`src/rtl/hc_dec_pipe.sv`:
```
// rtl/hc_dec_pipe.sv - two-stage Hamming(7,4) decoder with single-bit correction and link statistics
module hc_dec_pipe #(
    parameter int CNT_W = 16
) (
    input  logic             i_clk,
    input  logic             i_rst,
    input  logic             i_valid,
    output logic             o_ready,
    input  logic [7:1]       i_enc_data,
    output logic             o_valid,
    input  logic             i_ready,
    output logic [3:0]       o_data,
    output logic [2:0]       o_syndrome,
    output logic             o_err,
    input  logic             i_cnt_clr,
    output logic [CNT_W-1:0] o_word_cnt,
    output logic [CNT_W-1:0] o_corr_cnt
);

    logic       en;
    logic       out_xfer;
    logic [2:0] syn_in;
    logic       s1_valid;
    logic [3:0] s1_data;
    logic [2:0] s1_syn;
    logic [3:0] fixed_data;

    // The whole pipe advances together; it only stalls when the output is held.
    assign en       = !o_valid | i_ready;
    assign o_ready  = en;
    assign out_xfer = o_valid & i_ready;

    assign syn_in = {i_enc_data[4] ^ i_enc_data[5] ^ i_enc_data[6] ^ i_enc_data[7],
                     i_enc_data[2] ^ i_enc_data[3] ^ i_enc_data[6] ^ i_enc_data[7],
                     i_enc_data[1] ^ i_enc_data[3] ^ i_enc_data[5] ^ i_enc_data[7]};

    // Only data positions 3,5,6,7 need correcting; parity flips just report.
    always_comb begin
        fixed_data    = s1_data;
        fixed_data[0] = s1_data[0] ^ (s1_syn == 3'd3);
        fixed_data[1] = s1_data[1] ^ (s1_syn == 3'd5);
        fixed_data[2] = s1_data[2] ^ (s1_syn == 3'd6);
        fixed_data[3] = s1_data[3] ^ (s1_syn == 3'd7);
    end

    always_ff @(posedge i_clk) begin
        if (i_rst) begin
            s1_valid   <= 1'b0;
            s1_data    <= '0;
            s1_syn     <= '0;
            o_valid    <= 1'b0;
            o_data     <= '0;
            o_syndrome <= '0;
            o_err      <= 1'b0;
        end else if (en) begin
            s1_valid   <= i_valid;
            s1_data    <= {i_enc_data[7], i_enc_data[6], i_enc_data[5], i_enc_data[3]};
            s1_syn     <= syn_in;
            o_valid    <= s1_valid;
            o_data     <= fixed_data;
            o_syndrome <= s1_syn;
            o_err      <= (s1_syn != 3'd0);
        end
    end

    always_ff @(posedge i_clk) begin
        if (i_rst || i_cnt_clr) begin
            o_word_cnt <= '0;
            o_corr_cnt <= '0;
        end else if (out_xfer) begin
            if (o_word_cnt != {CNT_W{1'b1}})
                o_word_cnt <= o_word_cnt + CNT_W'(1);
            if (o_err && (o_corr_cnt != {CNT_W{1'b1}}))
                o_corr_cnt <= o_corr_cnt + CNT_W'(1);
        end
    end

endmodule

```
`config.mk`:
```
export PLATFORM = sky130hd
export DESIGN_NAME = hc_dec_pipe
export DESIGN_NICKNAME = d
export VERILOG_FILES = /design/src/rtl/hc_dec_pipe.sv
export SDC_FILE = /design/constraint.sdc
export NUM_CORES = 1
export LEC_CHECK = 0
export BUFFER_PORTS_ARGS = -buffer_cell sky130_fd_sc_hd__buf_4
export CAP_MARGIN = 5
export CORE_MARGIN = 2
export CORE_UTILIZATION = 48
export DETAILED_ROUTE_END_ITERATION = 8
export GPL_ROUTABILITY_DRIVEN = 0
export PLACE_DENSITY_LB_ADDON = 0.08
export SLEW_MARGIN = 5
export SYNTH_ARGS = -nofsm -noshare
export SYNTH_HDL_FRONTEND = slang
export SYNTH_SLANG_ARGS = --single-unit
```
`constraint.sdc`:
```
create_clock -name i_clk -period 1.6 [get_ports i_clk]
set_input_delay 0.16 -clock i_clk [delete_from_list [all_inputs] [get_ports i_clk]]
set_output_delay 0.16 -clock i_clk [all_outputs]
set_load 0.05 [all_outputs]
```
==> impl_metrics.toml, run 1 <==
[outcome]
status = "finished with violations"
violations = "setup timing"

[timing]
finalHoldViolCount = 0
clock.fmax_mhz = 622
grt_setup_unrepaired = "yes"
fin_crit_ns = 1.61
setup_tns_ns = -0.00886
relSlewSlack_pct = 63.6
final_max_slew_viol_count = 0
worst_pin_slew_ns = 0.542
finClkSkew_ns = 0.00469
fin_crit_sh_pct = 101
setup_violations = 1
setup_slack_ns = -0.00886

[synth]
synth-async-reset-ratio_pct = 0
ys_warn_count = 0
synthTopCellsByCount = "dfxtp_1, nand2_1, a21oi_1, nor2_1, nand3_1"
synth.ff_latch_count = 49
ys_types = 42
synth_nets = 295
yosys_most_used_dff = "dfxtp_1"
synth_most_common_cell = "dfxtp_1"
avgSynthCellArea_sq_um = 8.52
yosysSeqAreaShare_pct = 41.0
netlist_area_sq_um = 2390
synthTopCellsByArea = "dfxtp_1, a21oi_1, nand2_1, or3_1, xnor2_1"
synth_edf_count = 0
yosys.area.top_type = "dfxtp_1"
yosysTopAreaCellShare_pct = 41.0
synth_cells = 281

[job]
maxCapViolations = 0

[worst_hold_path]
hold_start = "i_valid"
min_path_type = "input port to register"

[clock_network]
numCtsBuffers = 5
path_clk_slew_ns = 0.09
root_buffer = "clkbuf_8"
cts_sinks = 49
cts_buffer_depth = 2
h-tree-depth = 2
clk_latency_ns = 0.30
holdBufCountCts = 0
cts_tree = "built"

[global_route]
grt-ovfl-total = 0
grt_pass1_wl_um = 9760
grt_max_degree = 23
grt_use_total_pct = 22.3
grt_pass1_vias = 2140
antenna_found_initial = 0

[critical_path]
max_stage_delay_ns = 0.37
setup.worst_path.class = "register to register"
critPathMaxFanout = 15
start_kind = "register"
worstPathArrival_ns = 1.80
startpoint = "o_word_cnt[5]"
crit_path_end_kind = "register"
rr_startpoint = "o_word_cnt[5]"
path_cells = "nand4_1 > buf_4 > nor4_4 > buf_6 > o311ai_0 > o41ai_1"
path_buf_inv = 2
cp_slowest_cell = "dfxtp_4"
cp_data_required_time_ns = 1.80
crit_family = "simple AND/OR/NAND/NOR gates"

[routing]
vias_per_cell = 5.80
drc_errors = 0
first_pass_iters = 5
wire_per_inst_um = 14.3
wl_um = 6220
first_iter_violations = 174
via_count = 2522
ant_nets = 0

[power_and_ir_drop]
ir_drop_uv = 506
internal_power_mw = 1.69
p_leak_nw = 1.33
p_clk_share_pct = 32.7
swShare_pct = 26.5
pwr-share-seq_pct = 55.3
p_comb_share_pct = 12.0
switchingPower_uw = 610
total_power_mw = 2.30
powerDensity_nw_per_um2 = 668

[placement]
port_buffers = 53
dp.cells = 417
hpwl_um = 4380

[floorplanning]
die_w_um = 74.6
dieArea_sq_um = 5570
io_pins = 54
core_area_sq_um = 4750
start_util_pct = 50.4
rows = 25
die_h_um = 74.6

[finish]
fin_util_pct = 72.4
syn_to_final_growth_pct = 43.7
drive_above_1_share_pct = 43.2
antenna_cells = 0
stdcell_count = 435
nets = 381
## state kept, by name, indices dropped and copies added, names as in the netlist
signal / count
o_valid: 1
o_err: 1
o_word_cnt: 16
s1_syn: 3
o_data: 4
o_corr_cnt: 16
o_syndrome: 3
s1_data: 4
s1_valid: 1
## placed cells by master (no fill, tap or decap), drive strengths merged, types with 5 or more instances in the layout
cell type,count
nand3,17
and4,6
nor4,7
buf,90
o21ai,15
a211oi,5
nand2,31
nor2,17
and3,6
xnor2,10
a21oi,25
or3,14
clkbuf,8
nand4,12
o31ai,8
dfxtp,49
or4,12
## timing repair
action,in CTS,in global routing
buffers inserted,0,10
cloned,0,1
endpoints found under the setup margin,3,24
pin swaps,0,11
resized for setup,3,26
## worst paths after layout
check                    to  cells past startpoint  slack, ns
max          o_word_cnt[11]                      6     -0.009
min                s1_valid                      3       0.11
max reg2reg  o_word_cnt[11]                      6     -0.009
min reg2reg        s1_valid                      2       0.46
## tightest hold or removal path, delay by kind of cell
| family | cells | cell delay (ns) |
|---|---|---|
| buffers and inverters | 1 | 0.11 |
| AND/OR/NAND/NOR | 1 | 0.05 |
| AO/OA/AOI/OAI | 1 | 0.05 |
## stage by stage
stage / setup slack [ns] / cell area, sq um / hold WS, ns
global route: -0.0480 / 3440 / 0.114
detailed placement: -0.00370 / 3200 / 0.424
floorplan: -0.0792 / 2550 / 0.300
global placement: 0.0326 / 3200 / 0.420
finish: -0.00886 / 3440 / 0.105
CTS: -0.00464 / 3290 / 0.0982
## cells by family (layout without fill, tap and decap cells)
group | Yosys count | count (layout) | synth area share, %
AOI/OAI and AO/OA | 74 | 74 | 19.4
muxes | 2 | 2 | 0.836
buffers and inverters | 14 | 101 | 2.35
xor gates and xnor gates | 11 | 11 | 4.02
adders and majority gates | 2 | 2 | 1.04
DFF | 49 | 49 | 41.0
and+or+nand+nor | 129 | 129 | 31.4
## power groups by stage
stage	combinational [mW]	sequential, mW	clock, mW
after floorplan	0.107	1.36	0
after global placement	0.270	1.30	0
after detailed placement	0.274	1.30	0
after CTS	0.275	1.27	0.768
after global routing	0.296	1.28	0.819
final	0.275	1.27	0.752
## final cells by class
type                    instances  area (sq um)
inverters                       3          11.3
clock buffers                   8          90.1
flip-flops and latches         49          1080
fillers                       404          1310
multi-input cells             218          1490
repair buffers                 90           693
well taps                      67          83.8
## per-layer routing
metal  GRT usage, %  vias to the layer above  share of wire, %
li1               -                     1254                 -
met1           31.0                     1186                46
met2           34.7                       75                48
met3           4.42                        7               5.4
met4           7.94                        0               1.3
met5              0                        -                 0
No activity file was read; power rests on OpenSTA's default activity.
==> inputs of run 2 (changes only) <==
Settings changed: SETUP_SLACK_MARGIN set to 0.5.
==> run 2 against run 1 <==
Compared with the run above:
- the run still ends with setup timing left
- count of clock-buffer cells in the layout fell by 1
- clock power grew 13%
- worst setup slack got worse by 0.12 ns
- combinational power up 62%
- sequential power hardly changed
- register-to-register slack worse by 0.12 ns
- fmax decreased by 7.2%
- total power grew 12%
- die area unchanged
- clock skew rose by 0.0048 ns
- final area grew 35%
- critical path depth stayed put
- critical path type unchanged
- critical endpoint is now o_word_cnt[9]
- largest cell class unchanged
==> impl_metrics.toml, run 2 (synthesis gave the netlist of run 1 again) <==
[finish]
fin_util_pct = 97.6
most-common-layout-cells = "buf_4, dfxtp_4, buf_6"
nets = 438
drive_above_1_share_pct = 64.5
layout_commonest_cell = "buf_4"
antenna_cells = 0
stdcell_count = 492
syn_to_final_growth_pct = 93.7
reg_top3 = "o_corr_cnt x16, o_word_cnt x16"

[clock_network]
path_clk_slew_ns = 0.10
root_buffer = "clkbuf_8"
cts_sinks = 49
cts_tree = "built"
holdBufCountCts = 0
cts_buffer_depth = 2
numCtsBuffers = 5
h-tree-depth = 2
clk_latency_ns = 0.31

[global_route]
grt_max_degree = 22
grt_pass1_vias = 2629
grt_pass1_wl_um = 12400
grt-ovfl-total = 0
grt_use_total_pct = 28.6
antenna_found_initial = 0

[floorplanning]
start_util_pct = 50.4
die_h_um = 74.6
rows = 25
core_area_sq_um = 4750
dieArea_sq_um = 5570
io_pins = 54
die_w_um = 74.6

[power_and_ir_drop]
powerDensity_nw_per_um2 = 553
ir_drop_uv = 626
p_comb_share_pct = 17.4
p_clk_share_pct = 33.2
swShare_pct = 30.1
internal_power_mw = 1.79
p_leak_nw = 1.83
switchingPower_uw = 773
pwr-share-seq_pct = 49.4

[outcome]
violations = "setup timing"
status = "finished with violations"

[critical_path]
cp_data_required_time_ns = 1.80
crit_path_end_kind = "register"
worstPathArrival_ns = 1.94
crit_family = "simple AND/OR/NAND/NOR gates"
cp_slowest_cell = "dfxtp_4"
max_stage_delay_ns = 0.40
setup.worst_path.class = "register to register"
start_kind = "register"
critPathMaxFanout = 4
path_cells = "nand4_1 > buf_4 > nor4_4 > buf_4 > o211ai_1 > o31ai_1"
cp_common_cell = "buf_4"
path_buf_inv = 2

[timing]
clock.fmax_mhz = 577
relSlewSlack_pct = 70.8
fin_crit_sh_pct = 108
worst_pin_slew_ns = 0.435
final_max_slew_viol_count = 0
finClkSkew_ns = 0.00952
setup_violations = 18
finalHoldViolCount = 0
setup_tns_ns = -1.07
setup_slack_ns = -0.133
grt_setup_unrepaired = "yes"
fin_crit_ns = 1.73

[routing]
via_count = 3547
first_pass_iters = 5
drc_errors = 0
vias_per_cell = 7.21
wire_per_inst_um = 27.0
first_iter_violations = 533
ant_nets = 0
wl_um = 13300

[job]
maxCapViolations = 0

[placement]
dp.cells = 406
hpwl_um = 4440
port_buffers = 53

[worst_hold_path]
min_path_type = "input port to register"
## run 2: per-stage QoR
stage                     setup WS (ns)  instance area, sq um  hold slack [ns]  power [mW]
after floorplan                 0.00450                  2780            0.297        1.48
after global placement           0.0932                  3290            0.423        1.57
after detailed placement         0.0485                  3290            0.428        1.57
after CTS                        0.0918                  4000           0.0927        2.43
after global routing             -0.351                  4640            0.116        2.62
final                            -0.133                  4640            0.121        2.57
## run 2: cell type report
cell class,instances,area [sq um]
Timing Repair inverter,2,22.5
Clock buffer,7,97.6
Fill cell,72,115
Inverter,3,18.8
Multi-Input combinational cell,218,1820
Tap cell,67,83.8
Clock inverter,1,5.00
Sequential cell,49,1120
Timing Repair Buffer,145,1470
## run 2: timing repair
| item | 4_1_cts | 5_1_grt |
|---|---|---|
| hold endpoints to repair | 0 | 0 |
| setup endpoints to repair | 44 | 76 |
| resized for setup | 50 | 108 |
| pin swaps | 41 | 34 |
| buffers inserted | 54 | 19 |
| cloned | 3 | 2 |
## run 2: worst paths after layout
kind / start / endpoint / slack (ns) / depth (start not counted)
setup / recovery: o_word_cnt[8] / o_word_cnt[9] / -0.13 / 6
hold / removal: i_valid / s1_valid / 0.12 / 3
setup reg to reg: o_word_cnt[8] / o_word_cnt[9] / -0.13 / 6
hold reg to reg: o_syndrome[2] / o_syndrome[2] / 0.49 / 2
## run 2: worst reg2reg max path, cell delays in order, from the launching register on
cell and delay (ns):
dfxtp_4 0.40, nand4_1 0.24, buf_4 0.24, nor4_4 0.26, buf_4 0.23, o211ai_1 0.14
o31ai_1 0.12
## run 2: power by group through the flow
stage	clock network [mW]	logic, mW	registers, mW
after floorplan	0	0.136	1.34
after detailed placement	0	0.289	1.28
after CTS	0.837	0.345	1.24
after global placement	0	0.286	1.28
final	0.851	0.446	1.27
after global routing	0.895	0.454	1.27
## run 2: layer usage
layer,wire [um],up-vias,track usage (%)
met5,0,-,0
met4,1320,0,8.73
met3,1370,147,5.09
met2,6340,400,50.7
met1,4240,1626,35.3
li1,-,1374,-
==> inputs of run 3 (changes only) <==
Settings changed: CORE_UTILIZATION 48 to 45, SKIP_CTS_REPAIR_TIMING set to 1.
==> run 3 against run 2 <==
Compared with the run above:
- the run now ends clean
- worst setup slack better by 0.16 ns
- core utilization down 17 points
- wire length down 42%
- largest power group unchanged
- highest routed layer unchanged
==> impl_metrics.toml, run 3 (synthesis gave the netlist of run 1 again) <==
[floorplanning]
start_util_pct = 46.9
die_h_um = 77.0
io_pins = 54
die_w_um = 77.0
core_area_sq_um = 5110
rows = 26
dieArea_sq_um = 5920

[finish]
drive_above_1_share_pct = 59.3
syn_to_final_growth_pct = 72.5
reg_top3 = "o_corr_cnt x16, o_word_cnt x16"
antenna_cells = 0
n_fill_cell = 325
fin_util_pct = 80.9
seq_area_sq_um = 1120
fin_area_sq_um = 4130
layout_commonest_cell = "buf_4"
nets = 406
most-common-layout-cells = "buf_4, dfxtp_4, buf_6"
multi_input_area_sq_um = 1770

[global_route]
grt-ovfl-total = 0
grt_pass1_vias = 2076
grt_use_total_pct = 21.0
antenna_found_initial = 0
grt_max_degree = 25
grt_pass1_wl_um = 10100

[placement]
port_buffers = 53
hpwl_um = 4450
placed_area_sq_um = 3330

[critical_path]
setup.worst_path.class = "register to register"
critPathMaxFanout = 9
path_buf_inv = 0
start_kind = "register"
cp_data_required_time_ns = 1.83
startpoint = "o_corr_cnt[2]"
crit_path_end_kind = "register"
worstPathArrival_ns = 1.81
cp_slowest_cell = "or4_1"
max_stage_delay_ns = 0.50
path_cells = "and4_2 > nand3_4 > or4_1 > a21oi_1"
rr_startpoint = "o_corr_cnt[2]"
crit_family = "simple AND/OR/NAND/NOR gates"

[timing]
clock.fmax_mhz = 635
final_max_slew_viol_count = 0
grt_setup_unrepaired = "yes"
holdWs_ns = 0.123
setup_violations = 0
fin_crit_ns = 1.57
setup_tns_ns = 0
relSlewSlack_pct = 75.2
finalHoldViolCount = 0
fin_crit_sh_pct = 98.4
finClkSkew_ns = 0.0118
worst_pin_slew_ns = 0.368

[clock_network]
cts_sinks = 49
cts_buffer_depth = 2
h-tree-depth = 2
path_clk_slew_ns = 0.10
cts_tree = "built"
clk_latency_ns = 0.30
root_buffer = "clkbuf_8"
numCtsBuffers = 5

[routing]
wire_per_inst_um = 16.5
drc_errors = 0
via_count = 2677
first_iter_violations = 125
ant_nets = 0
vias_per_cell = 5.78
wl_um = 7650
first_pass_iters = 5

[worst_hold_path]
hold_start = "i_enc_data[6]"
min_path_type = "input port to register"

[power_and_ir_drop]
ir_drop_uv = 498
total_power_mw = 2.44
powerDensity_nw_per_um2 = 590
p_leak_nw = 1.59

[outcome]
status = "finished, final reports clean"

[job]
maxCapViolations = 0
-- run 3: cell types whose count changed in the layout (fill, tap and decap cells not counted), sizes merged --
cell | before | now
buf | 143 | 113
clkbuf | 9 | 7
clkinv | 1 | 3
inv | 5 | 3
-- run 3: path summary, 6_finish.rpt --
path	endpoint	slack [ns]	cells after the start
setup / recovery	o_corr_cnt[7]	0.03	4
setup reg to reg	o_corr_cnt[7]	0.03	4
hold reg to reg	o_syndrome[0]	0.46	2
hold / removal	s1_data[2]	0.12	3
-- run 3: per-layer routing --
layer | routed length (um) | share of wire (%) | up-vias | track usage, %
li1 | - | - | 1312 | -
met3 | 392 | 5.1 | 14 | 4.47
met2 | 3750 | 49 | 101 | 32.6
met5 | 0 | 0 | - | 0
met4 | 174 | 2.3 | 0 | 6.00
met1 | 3340 | 44 | 1250 | 29.4
-- run 3: final cells by class --
class / count / area share, %
Timing Repair inverter: 2 / 0.666
Clock buffer: 7 / 2.36
Sequential cell: 49 / 27.1
Clock inverter: 1 / 0.121
Tap cell: 70 / 2.12
Inverter: 3 / 0.576
Multi-Input combinational cell: 218 / 42.8
Timing Repair Buffer: 113 / 24.3
-- run 3: report_power, final --
group	leakage (nW)	total (mW)	switching (mW)	internal [mW]
Combinational	1.11	0.377	0.217	0.160
Clock	0.0534	0.803	0.401	0.402
Sequential	0.427	1.26	0.0517	1.21
Total	1.59	2.44	0.670	1.77
-- run 3: stage by stage --
stage	worst slack (ns)	std cells
6_report	0.0256	463
5_1_grt	-0.0313	463
4_1_cts	0.0192	421
3_5_place_dp	0.0472	413
3_3_place_gp	0.0920	413
2_1_floorplan	0.00450	281
-- run 3: worst register-to-register path: stages, from the launching register on --
cell and delay, ns:
dfxtp_4 0.40, and4_2 0.31, nand3_4 0.14, or4_1 0.50, a21oi_1 0.17
